$ cat src/rtl/bus_arbiter_pkg.sv
`default_nettype none
// ============================================================================
//  Module      : bus_arbiter_pkg
//  Description : Shared types and helpers for the round-robin bus arbiter.
//  Revision    : 1.0  - initial release
// ============================================================================
package bus_arbiter_pkg;

    // One-hot encoded arbiter states
    typedef enum logic [2:0] {
        ST_IDLE     = 3'b001,
        ST_GRANTED  = 3'b010,
        ST_WAIT_RSP = 3'b100
    } arb_state_t;

    // Width of an index into a vector of n entries (at least one bit)
    function automatic int idx_width(input int n);
        return (n > 1) ? $clog2(n) : 1;
    endfunction

endpackage : bus_arbiter_pkg
`default_nettype wire

$ cat src/rtl/bus_arbiter_rr_pick.sv
`default_nettype none
// ============================================================================
//  Module      : rr_pick
//  Description : Combinational round-robin selector. Searches upward from
//                (last owner + 1) with wrap-around and returns the first
//                requesting index as both one-hot and binary.
//  Revision    : 1.0  - initial release
// ============================================================================
module rr_pick
    import bus_arbiter_pkg::*;
#(
    parameter int NUM_MASTERS = 4,
    parameter int IDX_W       = 2
) (
    input  logic [NUM_MASTERS-1:0] i_req,
    input  logic [IDX_W-1:0]       i_last_idx,
    output logic [NUM_MASTERS-1:0] o_winner_oh,
    output logic [IDX_W-1:0]       o_winner_idx,
    output logic                   o_any_valid
);

    // Walk the candidates in priority order; the first requester wins
    always_comb begin : p_search
        logic [IDX_W:0]   w_sum;
        logic [IDX_W-1:0] w_cand;
        logic             w_found;
        o_winner_oh  = '0;
        o_winner_idx = '0;
        o_any_valid  = |i_req;
        w_found      = 1'b0;
        w_sum        = '0;
        w_cand       = '0;
        for (int k = 1; k <= NUM_MASTERS; k++) begin
            // last + k never exceeds 2*NUM_MASTERS-1, so one subtraction wraps it
            w_sum = {1'b0, i_last_idx} + (IDX_W+1)'(k);
            if (w_sum >= (IDX_W+1)'(NUM_MASTERS)) begin
                w_sum = w_sum - (IDX_W+1)'(NUM_MASTERS);
            end
            w_cand = w_sum[IDX_W-1:0];
            if (!w_found && i_req[w_cand]) begin
                w_found              = 1'b1;
                o_winner_oh[w_cand]  = 1'b1;
                o_winner_idx         = w_cand;
            end
        end
    end

endmodule : rr_pick
`default_nettype wire

$ cat src/rtl/bus_arbiter.sv
`default_nettype none
// ============================================================================
//  Module      : bus_arbiter
//  Description : Round-robin arbiter for a shared bus. Grants one master,
//                tracks write/read completion, holds read-response ownership
//                and aborts stalled transactions with a timeout pulse.
//  Revision    : 1.0  - initial release
// ============================================================================
module bus_arbiter
    import bus_arbiter_pkg::*;
#(
    parameter int NUM_MASTERS    = 4,
    parameter int TIMEOUT_CYCLES = 16
) (
    input  logic                   clk,
    input  logic                   rst,
    input  logic [NUM_MASTERS-1:0] i_req,
    input  logic                   i_bus_rnw,
    input  logic                   i_bus_data_valid,
    output logic [NUM_MASTERS-1:0] o_gnt,
    output logic [NUM_MASTERS-1:0] o_rsp,
    output logic                   o_busy,
    output logic                   o_timeout
);

    localparam int c_IDX_W = idx_width(NUM_MASTERS);
    localparam int c_CNT_W = $clog2(TIMEOUT_CYCLES) + 1;

    arb_state_t               r_state;
    arb_state_t               w_next_state;
    logic [c_IDX_W-1:0]       r_owner_idx;
    logic [NUM_MASTERS-1:0]   r_owner_oh;
    logic [c_CNT_W-1:0]       r_cnt;
    logic                     r_timeout;

    logic [NUM_MASTERS-1:0]   w_pick_oh;
    logic [c_IDX_W-1:0]       w_pick_idx;
    logic                     w_pick_any;
    logic                     w_load_owner;
    logic                     w_next_timeout;
    logic                     w_owner_req;
    logic                     w_cnt_max;
    logic                     w_write_done;
    logic                     w_read_data;

    rr_pick #(
        .NUM_MASTERS (NUM_MASTERS),
        .IDX_W       (c_IDX_W)
    ) u_rr_pick (
        .i_req        (i_req),
        .i_last_idx   (r_owner_idx),
        .o_winner_oh  (w_pick_oh),
        .o_winner_idx (w_pick_idx),
        .o_any_valid  (w_pick_any)
    );

    assign w_owner_req  = |(i_req & r_owner_oh);
    assign w_cnt_max    = (r_cnt == c_CNT_W'(TIMEOUT_CYCLES - 1));
    assign w_write_done = i_bus_data_valid & ~i_bus_rnw;
    assign w_read_data  = i_bus_data_valid &  i_bus_rnw;

    // State register and registered timeout pulse
    always_ff @(posedge clk) begin
        if (rst) begin
            r_state   <= ST_IDLE;
            r_timeout <= 1'b0;
        end else begin
            r_state   <= w_next_state;
            r_timeout <= w_next_timeout;
        end
    end

    // Next-state logic; exit events are tested before the timeout so they win
    always_comb begin
        w_next_state   = r_state;
        w_next_timeout = 1'b0;
        w_load_owner   = 1'b0;
        case (r_state)
            ST_IDLE: begin
                if (w_pick_any) begin
                    w_next_state = ST_GRANTED;
                    w_load_owner = 1'b1;
                end
            end
            ST_GRANTED: begin
                if (w_write_done) begin
                    w_next_state = ST_IDLE;
                end else if (w_read_data) begin
                    w_next_state = ST_WAIT_RSP;
                end else if (!w_owner_req) begin
                    w_next_state = ST_IDLE;
                end else if (w_cnt_max) begin
                    w_next_state   = ST_IDLE;
                    w_next_timeout = 1'b1;
                end
            end
            ST_WAIT_RSP: begin
                if (w_read_data) begin
                    w_next_state = ST_IDLE;
                end else if (w_cnt_max) begin
                    w_next_state   = ST_IDLE;
                    w_next_timeout = 1'b1;
                end
            end
            default: begin
                w_next_state = ST_IDLE;
            end
        endcase
    end

    // Owner capture at grant time; reset pointer makes index 0 win first
    always_ff @(posedge clk) begin
        if (rst) begin
            r_owner_idx <= c_IDX_W'(NUM_MASTERS - 1);
            r_owner_oh  <= '0;
        end else if (w_load_owner) begin
            r_owner_idx <= w_pick_idx;
            r_owner_oh  <= w_pick_oh;
        end
    end

    // Cycle counter: runs while staying in a busy state, clears on any change
    always_ff @(posedge clk) begin
        if (rst) begin
            r_cnt <= '0;
        end else if ((r_state != ST_IDLE) && (w_next_state == r_state)) begin
            r_cnt <= r_cnt + c_CNT_W'(1);
        end else begin
            r_cnt <= '0;
        end
    end

    assign o_gnt     = (r_state == ST_GRANTED)  ? r_owner_oh : '0;
    assign o_rsp     = (r_state == ST_WAIT_RSP) ? r_owner_oh : '0;
    assign o_busy    = (r_state != ST_IDLE);
    assign o_timeout = r_timeout;

endmodule : bus_arbiter
`default_nettype wire

$ cat config.mk
export PLATFORM = sky130hd
export DESIGN_NAME = bus_arbiter
export DESIGN_NICKNAME = d
export VERILOG_FILES = /design/src/rtl/bus_arbiter_pkg.sv /design/src/rtl/bus_arbiter_rr_pick.sv /design/src/rtl/bus_arbiter.sv
export SDC_FILE = /design/constraint.sdc
export NUM_CORES = 1
export LEC_CHECK = 0
export CORE_MARGIN = 2
export CORE_UTILIZATION = 54
export CTS_BUF_LIST = sky130_fd_sc_hd__clkbuf_16
export CTS_CLUSTER_SIZE = 30
export DETAILED_ROUTE_END_ITERATION = 10
export GPL_TIMING_DRIVEN = 0
export PLACE_DENSITY = 0.85
export SETUP_SLACK_MARGIN = 0.4
export SLEW_MARGIN = 20
export SYNTH_ARGS = -nofsm -noshare
export SYNTH_HDL_FRONTEND = slang
export SYNTH_SLANG_ARGS = --single-unit
$ cat constraint.sdc
create_clock -name clk -period 3.8 [get_ports clk]
set_input_delay 0.76 -clock clk [delete_from_list [all_inputs] [get_ports clk]]
set_output_delay 0.76 -clock clk [all_outputs]
set_load 0.005 [all_outputs]
# Word-level counts from Yosys, hierarchy flattened
# Index checks and enable logic that the tools add are counted.
[word_totals]
regBits = 15
input_bits = 8
output_inout_bits = 10
wordCells = 102
[classes]
n_addsub = 9
n_lt_le_gt_ge = 12
n_eq_ne = 6
muxes = 48
n_bitwise = 8
n_reduce_logical = 14
[ops]
columns = ["operator", "n"]
rows = [
  ["2-to-1 mux 4 bit", 6],
  ["2-to-1 mux 1 bit", 18],
  ["2-to-1 mux 3 bit", 6],
  ["2-to-1 mux 2 bit", 8],
  ["greater-or-equal comparator 3 bit (second input constant)", 4],
  ["< comparator 2 x 3 -> 1 bit (second input constant)", 4],
  ["OR 4 bit", 3],
  ["one-hot mux 3 bit (3 select lines)", 1],
  ["binary-select mux 1 bit (select 2 bit)", 4],
  ["demux 1 bit (select 2 bit)", 4],
  ["greater-or-equal comparator 2 x 1 -> 1 bit (second input constant)", 4],
  ["logical AND 1 bit", 8],
  ["OR reduction 4 bit", 2],
  ["subtractor 2 x 1 -> 2 bit (second input constant)", 4],
  ["adder 2 x 2 -> 3 bit (second input constant)", 2],
  ["adder 5 x 1 -> 5 bit (second input constant)", 1],
  ["== test 5 x 4 -> 1 bit (second input constant)", 1],
  ["AND 4 bit", 1],
  ["adder 2 x 1 -> 3 bit (second input constant)", 1],
  ["adder 2 x 3 -> 3 bit (second input constant)", 1],
  ["== test 3 x 1 -> 1 bit (second input constant)", 1],
  ["== test 3 x 2 -> 1 bit (second input constant)", 1],
  ["== test 3 bit", 1],
  ["== test 3 bit (second input constant)", 1],
  ["other kinds (6)", 10],
]

# Depth between registers and ports, before layout
[depth]
depth_word = 15
ltp_mapped = 7
depth_no_buf = 7

# Cells and area by module
# From an unflattened synthesis, not the netlist that was laid out.
[hier_totals]
cells_unflattened = 150
area_unflattened_um2 = 1325.0
[by_module_without_submodules]
columns = ["mod", "n_inst", "cells_each", "area_each_um2", "seq_area_each_um2"]
rows = [
  ["bus_arbiter", 1, 80, 784.5, 300.3],
  ["rr_pick", 1, 70, 540.5, 0.0],
]

# Worst setup path before layout
# Ideal clock, no wire load.
[synth_timing]
kind = "flip-flop to flip-flop"
startpoint = "register r_owner_idx[0]"
endpoint = "register r_owner_idx[0]"
setup_ns = 0.074
t_arrival_ns = 2.164
required_ns = 3.726
path_slack_ns = 1.562
stages_incl_launch_ff = 8
path_buffers = 1
period_less_slack_ns = 2.238
cell_sequence = "dfxtp_1 buf_2 inv_1 ha_1 mux4_1 nor2b_1 o211a_1 o21ai_0"
[synth_via]
elab_chain_len = 15
elab_cells_between_ends = 37
cone_classes = "add/sub (8); order compare (4); mux (19); reduce/logical (6)"
[synth_rtl]
columns = ["item", "line_no", "text"]
rows = [
  ["start, declared", "bus_arbiter.sv:31", "logic [c_IDX_W-1:0] r_owner_idx;"],
  ["start signal, assigned", "bus_arbiter.sv:114", "r_owner_idx <= c_IDX_W'(NUM_MASTERS - 1);"],
  ["start signal, assigned", "bus_arbiter.sv:117", "r_owner_idx <= w_pick_idx;"],
  ["adder 2 x 1 -> 3 bit", "bus_arbiter_rr_pick.sv:35", "w_sum = {1'b0, i_last_idx} + (IDX_W+1)'(k);"],
  ["greater-or-equal comparator 3 bit or subtractor 2 x 1 -> 2 bit (tied branches)", "bus_arbiter_rr_pick.sv:36, bus_arbiter_rr_pick.sv:37", ""],
  ["2-to-1 mux 2 bit", "bus_arbiter_rr_pick.sv:36", "if (w_sum >= (IDX_W+1)'(NUM_MASTERS)) begin"],
  ["binary-select mux 1 bit (select 2 bit)", "bus_arbiter_rr_pick.sv:40", "if (!w_found && i_req[w_cand]) begin"],
  ["2-to-1 mux 1 bit (implied by the code)", "bus_arbiter_rr_pick.sv:40", ""],
  ["2-to-1 mux 1 bit", "bus_arbiter_rr_pick.sv:40", ""],
  ["zero test 1 bit", "bus_arbiter_rr_pick.sv:40", ""],
  ["logical AND 1 bit", "bus_arbiter_rr_pick.sv:40", ""],
  ["2-to-1 mux 1 bit", "bus_arbiter_rr_pick.sv:40", ""],
  ["zero test 1 bit", "bus_arbiter_rr_pick.sv:40", ""],
  ["logical AND 1 bit", "bus_arbiter_rr_pick.sv:40", ""],
  ["2-to-1 mux 1 bit", "bus_arbiter_rr_pick.sv:40", ""],
  ["zero test 1 bit", "bus_arbiter_rr_pick.sv:40", ""],
  ["logical AND 1 bit", "bus_arbiter_rr_pick.sv:40", ""],
  ["2-to-1 mux 2 bit *", "bus_arbiter_rr_pick.sv:40", ""],
]
# Every way passes the cells marked *; elsewhere a longest branch is shown, timed or not. The select of a mux whose other input is x is not followed.
# A chain may end at the register's enable or synchronous reset.

# Final worst setup path
[layout_timing]
startpoint = "register r_state[1]"
endpoint = "output port o_gnt[1]"
[layout_via]
elab_chain_len = 2
[layout_rtl]
columns = ["item", "line_no", "text"]
rows = [
  ["start, declared", "bus_arbiter.sv:29", "arb_state_t r_state;"],
  ["start signal, assigned", "bus_arbiter.sv:68", "r_state <= w_next_state;"],
  ["== test 3 x 2 -> 1 bit", "bus_arbiter.sv:133", "assign o_gnt = (r_state == ST_GRANTED) ? r_owner_oh : '0;"],
  ["2-to-1 mux 4 bit", "bus_arbiter.sv:133", ""],
  ["end, declared", "bus_arbiter.sv:20", "output logic [NUM_MASTERS-1:0] o_gnt,"],
]
# No other way between the ends.

==> impl_metrics.yaml <==
drt:
  detailedRoute.firstPassIterationCount: 4
  wl_mm: 2.96
  vias: 1160
  initial_drt_markers: 29
  route.detailed.vias_per_inst: 6.27
  drt-wirelength-per-cell_um: 16.0
  post-route-drc-count: 0
  postRouteAntennaNets: 0
setup_path:
  reg2reg_depth: 7
  crit_slowest_cell: "nor3b_1"
  crit_start: "r_state[1]$_SDFF_PP0_"
  worst-endpoint-required_ps: 3040
  timing.critical_path.fanout_max: 10
  timing.rr.start: "r_owner_idx[0]$_SDFFE_PP1P_"
  ff2ff_setup_slack_ps: 1220
  setup.worst_path.end_class: "output port"
  critical_path.top_delay_family: "simple AND/OR/NAND/NOR gates"
  timing.setup.critical_path_class: "flip-flop to output port"
  worst-endpoint-arrival_ps: 2070
  start_kind: "flip-flop"
  crit_buf_inv: 1
  critical_path.cell_chain: "nor3b_1, and2_1, clkdlybuf4s50_1"
  critPathMaxStageDelay_ps: 590
  regToRegEndpoint: "r_owner_oh[0]$_SDFFE_PP0P_"
sta:
  final_hold_viols: 0
  worst_slew_margin_rel: 0.568
  setup_total_negative_slack_ps: 0
  finalSetupViolations: 0
  min_period_over_period: 0.746
  fin_crit_ps: 2830
  rsz0062_at_grt: "no"
  slew_violations: 0
  skew_ps: 4.92
  fmax_mhz: 353
  timing_worst_slew_pin_value_ps: 646
clock_network:
  source_to_sink_clock_delay_at_the_later_pin_of_the_worst_skew_pair_ps: 250
  clock_h_tree_levels: 1
  post-cts-setup-buffers: 0
  sink_count: 15
  clock_tree.root_cell: "clkbuf_16"
  clk_transition_reported_paths_ps: 50
  cts_repair_resize_count: 0
  clock_path_buffers: 2
  numCtsBuffers: 3
  tritoncts_clock_tree: "built"
  holdBufCountCts: 0
pwr:
  powerDensity_nw_per_um2: 493
  vdd.ir_drop.worst_v: 0.000349
  power_leakage_nw: 0.600
synth:
  synth.lib_cells_used.distinct: 45
  synth.mux.area_fraction: 0.0811
  synth_enable_flop_cells: 0
  synth.yosys.warnings: 0
  syn-instance-count: 138
  synth_top_family_by_area: "compound AO/OA/AOI/OAI gates"
  basic_gate_share_of_the_synthesized_area_counting_and_or_nand_and_nor_cells: 0.224
  postSynthRegisterBits: 15
  synth_xor_area_frac: 0.0134
  synth_compound_area_frac: 0.302
  adder_and_majority_cell_fraction_of_the_synthesized_area: 0.0954
  synth-seq-area-share: 0.229
  synth_fp_nets: 156
  synth_flop_cell: "dfxtp_1"
  syn_area_per_cell_um2: 9.50
  netlist_area_um2: 1310
  async_reset_ff_frac: 0
final_layout:
  finish.utilization: 0.699
  n_antenna_cell: 0
  layout_common_cells: "clkdlybuf4s50_1, dfxtp_1, o21ai_0, ha_1, a21oi_1"
  drive_above_1_share: 0.140
  finalNetCount: 176
  area.growth.synth_to_final_pct: 20.1
grt:
  largest_net_degree_at_the_start_of_global_routing: 11
  grt_use_total: 0.255
  grt_pass1_wl_mm: 5.30
  antenna_found_initial: 0
  grt_pass1_vias: 1119
  grt_remaining_overflow: 0
floorplan:
  floorplan.io_pins: 18
  die-area_um2: 2840
  placementRows: 17
  core_um2: 2250
  die_height_um: 53.3
  start_util: 0.582
  floorplan.die.width_um: 53.3
hold_path:
  holdCritStartpoint: "r_cnt[0]$_SDFF_PP0_"
  worstHoldPathCells: 1
  hold_class: "flip-flop to flip-flop"
  hold_path_end: "r_cnt[0]$_SDFF_PP0_"
place:
  global_placer_s_final_weighted_congestion: 0.918
  dpl.hpwl_mm: 2.21
  number_of_input_and_output_port_buffers_inserted: 15
run:
  drv.max_cap_violation_count: 0
status:
  run_status: "complete, no violations"
## registers in the layout, indices dropped and copies added (netlist names)
| signal | count |
|---|---|
| o_timeout | 1 |
| r_cnt | 5 |
| r_owner_idx | 2 |
| r_owner_oh | 4 |
| r_state | 3 |
## power breakdown
part,switching (W),total (W),internal [W]
registers,0.0000399,0.000222,0.000183
logic,0.000189,0.000352,0.000163
clock network,0.0000635,0.000203,0.000139
## kinds of logic after synthesis
group | count (synthesis)
and+or+nand+nor | 46
AOI/OAI and AO/OA | 45
DFF | 15
buffers and inverters | 14
adders and majority gates | 10
muxes | 6
xor gates and xnor gates | 2
## Yosys cell counts (4+ instances only)
| cell | number | area share |
|---|---|---|
| ha_1 | 10 | 0.095 |
| nand2_1 | 8 | 0.023 |
| o21ai_0 | 10 | 0.038 |
| nand3b_1 | 7 | 0.040 |
| dfxtp_1 | 15 | 0.23 |
| a21oi_1 | 9 | 0.034 |
| nor2_1 | 4 | 0.011 |
| and2_1 | 5 | 0.024 |
| a2111oi_1 | 4 | 0.031 |
| and3_1 | 5 | 0.024 |
| buf_2 | 4 | 0.015 |
| inv_1 | 7 | 0.020 |
| nand3_1 | 4 | 0.015 |
| a41oi_1 | 4 | 0.027 |
## worst max-delay path by stage
stage	endpoint	slack, ps	cells past startpoint
after detailed placement	r_cnt[0]$_SDFF_PP0_	940	6
after global placement	r_cnt[3]$_SDFF_PP0_	1060	6
final	o_gnt[1]	970	3
after global routing	o_gnt[1]	800	3
after CTS	o_gnt[1]	940	3
after floorplan	r_owner_idx[0]$_SDFFE_PP1P_	1560	7
## stage by stage
step                instances  total power [W]  hold slack (ps)  setup slack, ps  cell area [um2]
floorplan                 138         0.000488              435             1560             1310
global placement          181         0.000550              449             1060             1500
detailed placement        181         0.000572              470              941             1500
CTS                       185         0.000778              475              940             1580
global route              185         0.000829              486              802             1580
finish                    185         0.000777              476              967             1580
## worst register-to-register path: stages (launching register included)
cell and delay [ps]:
dfxtp_1 480, buf_2 270, inv_1 140, ha_1 410, mux4_1 630, nor3b_2 210, a21oi_1 170, a41oi_1 150
## layer usage
layer,up-vias,wire length (um),GRT usage
met2,62,1400,0.407
met5,-,0,0
li1,570,-,-
met1,523,1300,0.346
met3,5,240,0.0537
met4,0,21,0.0684
## layout make-up
type                       instances  area (um2)
clock inverter                     1        3.75
buffer                             7        46.3
inverter                           7        26.3
multi-input combinational        109         938
fill                             182         679
sequential                        15         300
timing repair buffer              15         150
tap                               28        35.0
clock buffer                       3        75.1
(Power assumes the default switching activity.)
